==> src/rtl/xfer_pkg.sv <==
// Shared types for the transfer controller: FSM states, completion codes and
// the saturating beat-count helper.
package xfer_pkg;

    typedef enum logic [1:0] {
        S_IDLE     = 2'd0,
        S_ACTIVE   = 2'd1,
        S_WAIT_ACK = 2'd2,
        S_REPORT   = 2'd3
    } state_t;

    typedef enum logic [2:0] {
        ST_OK      = 3'd0,
        ST_ERR     = 3'd1,
        ST_ABORT   = 3'd2,
        ST_OVERRUN = 3'd3,
        ST_TIMEOUT = 3'd4,
        ST_PROTO   = 3'd5
    } status_t;

    localparam int unsigned CNT_W = 8;

    // Next beat count, pinned at the ceiling so the counter never wraps.
    function automatic logic [CNT_W-1:0] sat_inc(input logic [CNT_W-1:0] cnt,
                                                 input logic [CNT_W-1:0] ceiling);
        if (cnt >= ceiling) begin
            return ceiling;
        end
        return cnt + CNT_W'(1);
    endfunction

endpackage

==> src/rtl/xfer_ctrl_wd_timer.sv <==
// Watchdog cycle counter: expired is high during the limit-th enabled cycle
// since the last clear, and the count parks there instead of wrapping.
module wd_timer
    import xfer_pkg::*;
#(
    parameter int unsigned W = CNT_W
) (
    input  logic         clk,
    input  logic         rst,
    input  logic         clear,
    input  logic         enable,
    input  logic [W-1:0] limit,
    output logic         expired
);

    logic [W-1:0] cnt_q;
    logic [W-1:0] cnt_d;

    // One bit wider so count+1 cannot overflow before the compare.
    assign expired = enable && (({1'b0, cnt_q} + (W+1)'(1)) >= {1'b0, limit});

    always_comb begin
        cnt_d = cnt_q;
        if (clear) begin
            cnt_d = '0;
        end else if (enable && !expired) begin
            cnt_d = cnt_q + W'(1);
        end
    end

    always_ff @(posedge clk) begin
        if (!rst) begin
            cnt_q <= '0;
        end else begin
            cnt_q <= cnt_d;
        end
    end

endmodule

==> src/rtl/xfer_ctrl.sv <==
// Transfer controller: counts upstream beats, requests downstream completion,
// and reports a one-cycle status code when each transfer ends.
module xfer_ctrl
    import xfer_pkg::*;
#(
    parameter int unsigned MAX_BEATS   = 16,
    parameter int unsigned ACK_TIMEOUT = 8
) (
    input  logic       clk,
    input  logic       rst,
    input  logic       RDY,
    input  logic       START,
    input  logic       ENDD,
    input  logic       ER,
    input  logic       STOP,
    input  logic       ACK,
    output logic       ENABLE,
    output logic       REQ,
    output logic [7:0] BEAT_CNT,
    output logic       STATUS_VALID,
    output logic [2:0] STATUS,
    output logic       INTERRUPT
);

    localparam logic [CNT_W-1:0] MAX_B = MAX_BEATS[CNT_W-1:0];
    localparam logic [CNT_W-1:0] TO_B  = ACK_TIMEOUT[CNT_W-1:0];

    state_t           state_q, state_d;
    logic [CNT_W-1:0] beat_q, beat_d;
    logic [CNT_W-1:0] cnt_inc;
    status_t          code_d;
    status_t          status_q;
    logic             enable_q, req_q, status_valid_q, interrupt_q;
    logic             in_wait;
    logic             ack_expired;

    assign in_wait = (state_q == S_WAIT_ACK);
    assign cnt_inc = sat_inc(beat_q, MAX_B);

    // Held in clear outside WAIT_ACK, so every WAIT_ACK visit starts from zero.
    wd_timer #(
        .W(CNT_W)
    ) u_wd_timer (
        .clk    (clk),
        .rst    (rst),
        .clear  (!in_wait),
        .enable (in_wait),
        .limit  (TO_B),
        .expired(ack_expired)
    );

    always_comb begin
        state_d = state_q;
        beat_d  = beat_q;
        code_d  = ST_OK;
        case (state_q)
            S_IDLE: begin
                beat_d = '0;
                if (START && RDY) begin
                    state_d = S_ACTIVE;
                    beat_d  = CNT_W'(1);
                end else if (START) begin
                    state_d = S_REPORT;
                    code_d  = ST_PROTO;
                end
            end
            S_ACTIVE: begin
                // Error and abort drop a coincident beat; an end marker keeps it.
                if (ER) begin
                    state_d = S_REPORT;
                    code_d  = ST_ERR;
                end else if (STOP) begin
                    state_d = S_REPORT;
                    code_d  = ST_ABORT;
                end else if (ENDD) begin
                    state_d = S_WAIT_ACK;
                    if (RDY) begin
                        beat_d = cnt_inc;
                    end
                end else if (RDY) begin
                    beat_d = cnt_inc;
                    if (cnt_inc == MAX_B) begin
                        state_d = S_REPORT;
                        code_d  = ST_OVERRUN;
                    end
                end
            end
            S_WAIT_ACK: begin
                if (ER) begin
                    state_d = S_REPORT;
                    code_d  = ST_ERR;
                end else if (ACK) begin
                    state_d = S_REPORT;
                    code_d  = ST_OK;
                end else if (ack_expired) begin
                    state_d = S_REPORT;
                    code_d  = ST_TIMEOUT;
                end
            end
            S_REPORT: begin
                state_d = S_IDLE;
                beat_d  = '0;
            end
            default: begin
                state_d = S_IDLE;
                beat_d  = '0;
            end
        endcase
    end

    // Outputs are decoded from the next state so they line up with it.
    always_ff @(posedge clk) begin
        if (!rst) begin
            state_q        <= S_IDLE;
            beat_q         <= '0;
            enable_q       <= 1'b0;
            req_q          <= 1'b0;
            status_valid_q <= 1'b0;
            status_q       <= ST_OK;
            interrupt_q    <= 1'b0;
        end else begin
            state_q        <= state_d;
            beat_q         <= beat_d;
            enable_q       <= (state_d == S_ACTIVE);
            req_q          <= (state_d == S_WAIT_ACK);
            status_valid_q <= (state_d == S_REPORT);
            status_q       <= (state_d == S_REPORT) ? code_d : ST_OK;
            interrupt_q    <= (state_d == S_REPORT) && (code_d != ST_OK);
        end
    end

    assign ENABLE       = enable_q;
    assign REQ          = req_q;
    assign BEAT_CNT     = beat_q;
    assign STATUS_VALID = status_valid_q;
    assign STATUS       = status_q;
    assign INTERRUPT    = interrupt_q;

endmodule

==> config.mk <==
export PLATFORM = sky130hd
export DESIGN_NAME = xfer_ctrl
export DESIGN_NICKNAME = d
export VERILOG_FILES = /design/src/rtl/xfer_pkg.sv /design/src/rtl/xfer_ctrl_wd_timer.sv /design/src/rtl/xfer_ctrl.sv
export SDC_FILE = /design/constraint.sdc
export NUM_CORES = 1
export LEC_CHECK = 0
export CORE_UTILIZATION = 41
export DETAILED_ROUTE_END_ITERATION = 10
export DONT_BUFFER_PORTS = 1
export GPL_TIMING_DRIVEN = 0
export PLACE_DENSITY = 0.56
export SLEW_MARGIN = 5
export SYNTH_ARGS = -nofsm -noshare
export SYNTH_HDL_FRONTEND = slang
export SYNTH_SLANG_ARGS = --single-unit
==> constraint.sdc <==
create_clock -name clk -period 2.4 [get_ports clk]
set_input_delay 0.36 -clock clk [delete_from_list [all_inputs] [get_ports clk]]
set_output_delay 0.36 -clock clk [all_outputs]
set_load 0.01 [all_outputs]
== Word-level counts from Yosys, hierarchy flattened ==
Cells that the tools add are included.

* Input bits: 8
* Bits in registers: 25
* Output and inout bits: 15
* Word-level logic and storage cells: 64

* $add $sub $neg: 3
* Order comparisons: 2
* Mux-type cells: 30
* Equality and inequality tests: 10
* Reductions and logical operators: 11

{| class="wikitable"
|+ Operators with widths
! operator !! count
|-
| 8-bit 2-to-1 mux || 5
|-
| 2-bit 2-to-1 mux || 15
|-
| 8-bit one-hot mux with 3 select lines || 1
|-
| 8-bit by 1-bit adder with 8-bit output, second input constant || 2
|-
| 3-bit 2-to-1 mux || 5
|-
| 8-bit by 1-bit adder with 9-bit output, second input constant || 1
|-
| 9-bit by 4-bit >= comparator with 1-bit output, second input constant || 1
|-
| 3-bit one-hot mux with 3 select lines || 1
|-
| 2-bit == test, second input constant || 4
|-
| 8-bit by 5-bit == test with 1-bit output, second input constant || 1
|-
| 8-bit by 5-bit >= comparator with 1-bit output, second input constant || 1
|-
| 2-bit one-hot mux with 4 select lines || 1
|-
| 2-bit != test, second input constant || 3
|-
| 3-bit nonzero test || 2
|-
| 2-bit by 1-bit == test with 1-bit output, second input constant || 2
|-
| 1-bit logical AND || 4
|-
| 2-bit AND reduction || 2
|-
| 4-bit AND reduction || 1
|-
| 2-bit logical NOT || 1
|-
| 1-bit 2-to-1 mux || 2
|-
| 1-bit logical NOT || 1
|}

== Depth between registers and ports, before layout ==
* Word-level depth: 12
* Gate-level depth with buffers: 7
* Gate-level depth less buffers: 7

== By module ==
Synthesis repeated with hierarchy kept, for this count alone.

* Cell total of the unflattened synthesis: 189
* Area total of the unflattened synthesis: 1626.6 um^2

{| class="wikitable"
|+ Modules (own cells, without submodules)
! module !! cells each !! times used !! area an instance (um^2) !! seq. area each (um^2)
|-
| xfer_ctrl || 106 || 1 || 929.6 || 340.3
|-
| wd_timer || 83 || 1 || 696.9 || 160.2
|}

== Least setup slack after synthesis ==
OpenSTA, ideal clock, no wires.

* Kind: flip-flop to flip-flop
* Start: reg beat_q[0] (netlist: BEAT_CNT[0])
* End: reg status_q[2] (netlist: STATUS[2])
* Setup time: 0.086 ns
* Path buffers: 0
* Stages on the path, launching flop included: 8
* Slack: 0.355 ns
* Period minus slack after synthesis: 2.045 ns
* Arrival time: 1.959 ns
* Data required time: 2.314 ns
* Path through: dfxtp_1 inv_1 ha_1 and4b_1 a22oi_2 a32o_1 a211o_1 a211oi_1

* Cells in the longest elaborated chain, start to end: 12
* Elaborated cells on any way between the ends: 13
* Classes of those cells: add/sub (1); order compare (1); eq/ne (2); mux (8); reduce/logical (1)

{| class="wikitable"
|+ Ends and longest elaborated chain
! item !! RTL line !! text
|-
| from (decl) || xfer_ctrl.sv:29 || <nowiki>logic [CNT_W-1:0] beat_q, beat_d;</nowiki>
|-
| from (signal assigned) || xfer_ctrl.sv:123 || <nowiki>beat_q <= beat_d;</nowiki>
|-
| 8-bit by 5-bit >= comparator with 1-bit output || xfer_pkg.sv:26 || <nowiki>if (cnt >= ceiling) begin</nowiki>
|-
| 1-bit 2-to-1 mux || xfer_pkg.sv:26 ||
|-
| 8-bit 2-to-1 mux (*) || xfer_pkg.sv:29 || <nowiki>return cnt + CNT_W'(1);</nowiki>
|-
| 8-bit by 5-bit == test with 1-bit output (*) || xfer_ctrl.sv:82 || <nowiki>if (cnt_inc == MAX_B) begin</nowiki>
|-
| 2-bit 2-to-1 mux (*) || xfer_ctrl.sv:82 ||
|-
| 2-bit 2-to-1 mux (*) || xfer_ctrl.sv:80 || <nowiki>end else if (RDY) begin</nowiki>
|-
| 2-bit 2-to-1 mux (*) || xfer_ctrl.sv:75 || <nowiki>end else if (ENDD) begin</nowiki>
|-
| 2-bit 2-to-1 mux (*) || xfer_ctrl.sv:72 || <nowiki>end else if (STOP) begin</nowiki>
|-
| 2-bit 2-to-1 mux (*) || xfer_ctrl.sv:69 || <nowiki>if (ER) begin</nowiki>
|-
| 2-bit one-hot mux with 4 select lines (*) || xfer_ctrl.sv:56 || <nowiki>case (state_q)</nowiki>
|-
| 2-bit == test (*) || xfer_ctrl.sv:127 || <nowiki>status_q <= (state_d == S_REPORT) ? code_d : ST_OK;</nowiki>
|-
| 2-bit AND reduction (no source line) (*) || -- ||
|-
| to (signal assigned) || xfer_ctrl.sv:127 ||
|-
| to (decl) || xfer_ctrl.sv:32 || <nowiki>status_t status_q;</nowiki>
|}

Every way passes the cells marked *; elsewhere a longest branch is shown, timed or not.
A chain may end at the register's enable or synchronous reset.

== Worst setup path after layout ==
* Start: reg state_q[0]
* End: reg status_q[0] (netlist: STATUS[0])

* Cells in the longest elaborated chain, start to end: 8
* Elaborated cells on any way between the ends: 19
* Classes of those cells: eq/ne (4); mux (12); reduce/logical (3)

{| class="wikitable"
|+ Ends and longest elaborated chain
! item !! RTL line !! text
|-
| from (decl) || xfer_ctrl.sv:28 || <nowiki>state_t state_q, state_d;</nowiki>
|-
| from (signal assigned) || xfer_ctrl.sv:122 || <nowiki>state_q <= state_d;</nowiki>
|-
| 2-bit == test or 2-bit 2-to-1 mux (tied branches) || xfer_ctrl.sv:37, xfer_ctrl.sv:56, xfer_ctrl.sv:82 ||
|-
| 1-bit logical AND or 2-bit 2-to-1 mux (tied branches) || xfer_ctrl_wd_timer.sv:20, xfer_ctrl.sv:80 ||
|-
| 2-bit 2-to-1 mux, on equally long branches || xfer_ctrl.sv:95, xfer_ctrl.sv:75 ||
|-
| 2-bit 2-to-1 mux, on equally long branches || xfer_ctrl.sv:92, xfer_ctrl.sv:72 ||
|-
| 2-bit 2-to-1 mux, on equally long branches || xfer_ctrl.sv:89, xfer_ctrl.sv:69 ||
|-
| 2-bit one-hot mux with 4 select lines || xfer_ctrl.sv:56 ||
|-
| 2-bit == test || xfer_ctrl.sv:127 ||
|-
| 2-bit AND reduction (no source line) || -- ||
|}

Parallel ways exist; a longest one is shown, timed or not.

==> impl_metrics.json <==
{
  "drt_wl_total_um": 2650,
  "avgSynthCellArea_um2": 8.90,
  "crit_type": "register to register",
  "hold_path.class": "primary input to register",
  "leakagePower_nw": 0.565,
  "min_period_ns": 2.23,
  "initial_core_util_pct": 43.2,
  "clockBufferDepth": 2,
  "synth_seq_cells": 25,
  "grt_pass1_vias": 1001,
  "fillers": 313,
  "first_pass_iters": 4,
  "cp-end-kind": "register",
  "place.gp.congestion": 0.870,
  "clock_sinks": 25,
  "antenna_found_initial": 0,
  "startpoint": "state_q[0]",
  "synth_edf_count": 0,
  "period_share_pct": 93.1,
  "die_h_um": 58.7,
  "tns_ns": 0,
  "syn-cell-area_um2": 1320,
  "ys.flop_type": "dfxtp_1",
  "power_w": 0.00119,
  "endpoint": "STATUS[0]",
  "final_common_cell": "dfxtp_1",
  "placementRows": 20,
  "worstRegToRegCells": 6,
  "synthArstFlopShare_pct": 0,
  "grt_max_degree": 14,
  "rsz0062_at_grt": "no",
  "fmax_ghz": 0.448,
  "syn_inst": 148,
  "ys_types": 43,
  "ctsHoldBuffers": 0,
  "ys_warn_count": 0,
  "status": "finished, final reports clean",
  "grt_overflow": 0,
  "setup_violations": 0,
  "r2r_slack_ns": 0.17,
  "die-area_um2": 3440,
  "crit_fanout": 7,
  "cts_tree": "yes",
  "post_cts_buffers": 0,
  "skew_ns": 0.00253,
  "io_pins": 23,
  "yosysSeqAreaShare_pct": 38.0,
  "crit_arrival_ns": 2.47,
  "timing.hold.ws_ns": 0.191,
  "root_buffer": "clkbuf_4",
  "vias": 1090,
  "cts-htree-levels": 1,
  "r2r-end": "STATUS[0]",
  "avgRoutedWirePerCell_um": 13.5,
  "drcViolationCount": 0,
  "required_ns": 2.63,
  "coreArea_um2": 3050,
  "numCtsBuffers": 3,
  "fp.dieW_um": 58.7,
  "reg2reg_from": "state_q[0]",
  "critPathLaunchType": "register",
  "path_clk_slew_ns": 0.13,
  "power.density_nw_per_um2": 850,
  "hold_violations": 0,
  "port_buffers": 0,
  "hpwl_um": 2010,
  "final_cell_mix": "23 x dfxtp_1, 11 x and3_1, 10 x ha_1",
  "clk_latency_ns": 0.31,
  "peakVddDrop_v": 0.000537,
  "ant_nets": 0,
  "drive_gt1_share_pct": 7.89,
  "syn_to_final_growth_pct": 6.36,
  "n_antenna_cell": 0,
  "drt_iter0_markers": 58,
  "max-slew-margin-rel_pct": 72.3,
  "slew_viol_final": 0,
  "vias_per_cell": 5.56,
  "tightestPinTransition_ns": 0.412,
  "grt_first_pass_wirelength_um": 4570,
  "synthesis.nets": 166,
  "cap_violations": 0,
  "track_usage_pct": 17.0,
  "fin_nets": 171
}
==> worst max-delay path, cell delays in order, from the launching register on <==
cell,delay (ns)
dfxtp_1,0.49
inv_1,0.18
ha_1,0.31
a211o_1,0.29
a32o_1,0.29
a211o_1,0.37
a211oi_1,0.23
==> cell families (layout without fill, tap and decap cells) <==
group | Yosys count | count (layout) | synth area share, %
XOR/XNOR | 1 | 1 | 0.665
flip-flops | 25 | 25 | 38.0
AND/OR/NAND/NOR | 64 | 64 | 28.3
adder cells (fa/ha/maj) | 10 | 10 | 9.50
buffers and inverters | 9 | 13 | 2.56
AO/OA/AOI/OAI | 39 | 39 | 21.0
==> per-stage QoR <==
step                      utilization [%]  cell area [um2]  setup slack [ns]  instances
after floorplan                         -             1320             0.355        148
after global routing                 45.9             1400            0.0455        196
after CTS                            45.8             1400            0.0838        196
after global placement               45.0             1370             0.136        192
final                                45.9             1400             0.167        196
after detailed placement             45.0             1370             0.120        192
==> state kept, by name (all words and copies together) (netlist names) <==
| register | count |
|---|---|
| ENABLE | 1 |
| STATUS_VALID | 1 |
| STATUS | 3 |
| u_wd_timer.cnt_q | 8 |
| state_q | 2 |
| INTERRUPT | 1 |
| BEAT_CNT | 8 |
| REQ | 1 |
==> routing by layer <==
layer  vias to the layer above  part of all wire [%]  global-route usage, %
li1                        556                     -                      -
met2                        12                    47                   26.9
met4                         0                  0.72                   5.10
met5                         -                     0                      0
met3                         2                   3.5                   3.74
met1                       520                    49                   23.2
==> synthesized netlist by cell type (all sizes together), types with 2 or more instances <==
master	n	share of area, %
a211o	2	1.3
a211oi	2	1.1
a21boi	3	1.7
a21oi	6	2.3
a22o	2	1.3
a22oi	2	1.5
a31oi	2	0.95
and2	2	0.95
and3	12	5.8
clkbuf	2	0.57
dfxtp	25	38
ha	10	9.5
inv	7	2.0
nand2	9	2.6
nand2b	2	0.95
nand3	3	1.1
nand3b	3	1.7
nand4	2	0.95
nor2	8	2.3
nor2b	4	1.9
nor3	7	2.7
o211ai	2	1.1
o21ai	8	3.0
o311a	2	1.6
o31ai	3	1.7
or3	2	0.95
or4	3	1.7
==> worst min-delay path by stage <==
stage	start	to	slack, ns	depth (start not counted)
finish	rst	BEAT_CNT[5]	0.19	1
global route	rst	BEAT_CNT[5]	0.16	1
CTS	rst	BEAT_CNT[5]	0.18	1
detailed placement	u_wd_timer.cnt_q[5]	u_wd_timer.cnt_q[5]	0.50	1
global placement	u_wd_timer.cnt_q[5]	u_wd_timer.cnt_q[5]	0.50	1
floorplan	u_wd_timer.cnt_q[5]	u_wd_timer.cnt_q[5]	0.48	1
==> report_power, final <==
group / leakage [nW] / internal, W / switching, W
logic: 0.346 / 0.000175 / 0.000278
registers: 0.203 / 0.000476 / 0.0000763
clock network: 0.0150 / 0.0000649 / 0.000122
==> layout make-up <==
class	count	area (um2)	share of cell area, %
Buffer	2	7.51	0.536
Clock buffer	4	26.3	1.88
Inverter	7	26.3	1.88
Multi-Input combinational cell	114	783	55.9
Sequential cell	25	503	35.9
Tap cell	44	55.1	3.93
==> repair_timing <==
action	4_1_cts	5_1_grt
hold endpoints to repair	0	0
endpoints found under the setup margin	0	3
gates resized for setup	0	2
No activity file was read; power rests on OpenSTA's default activity.
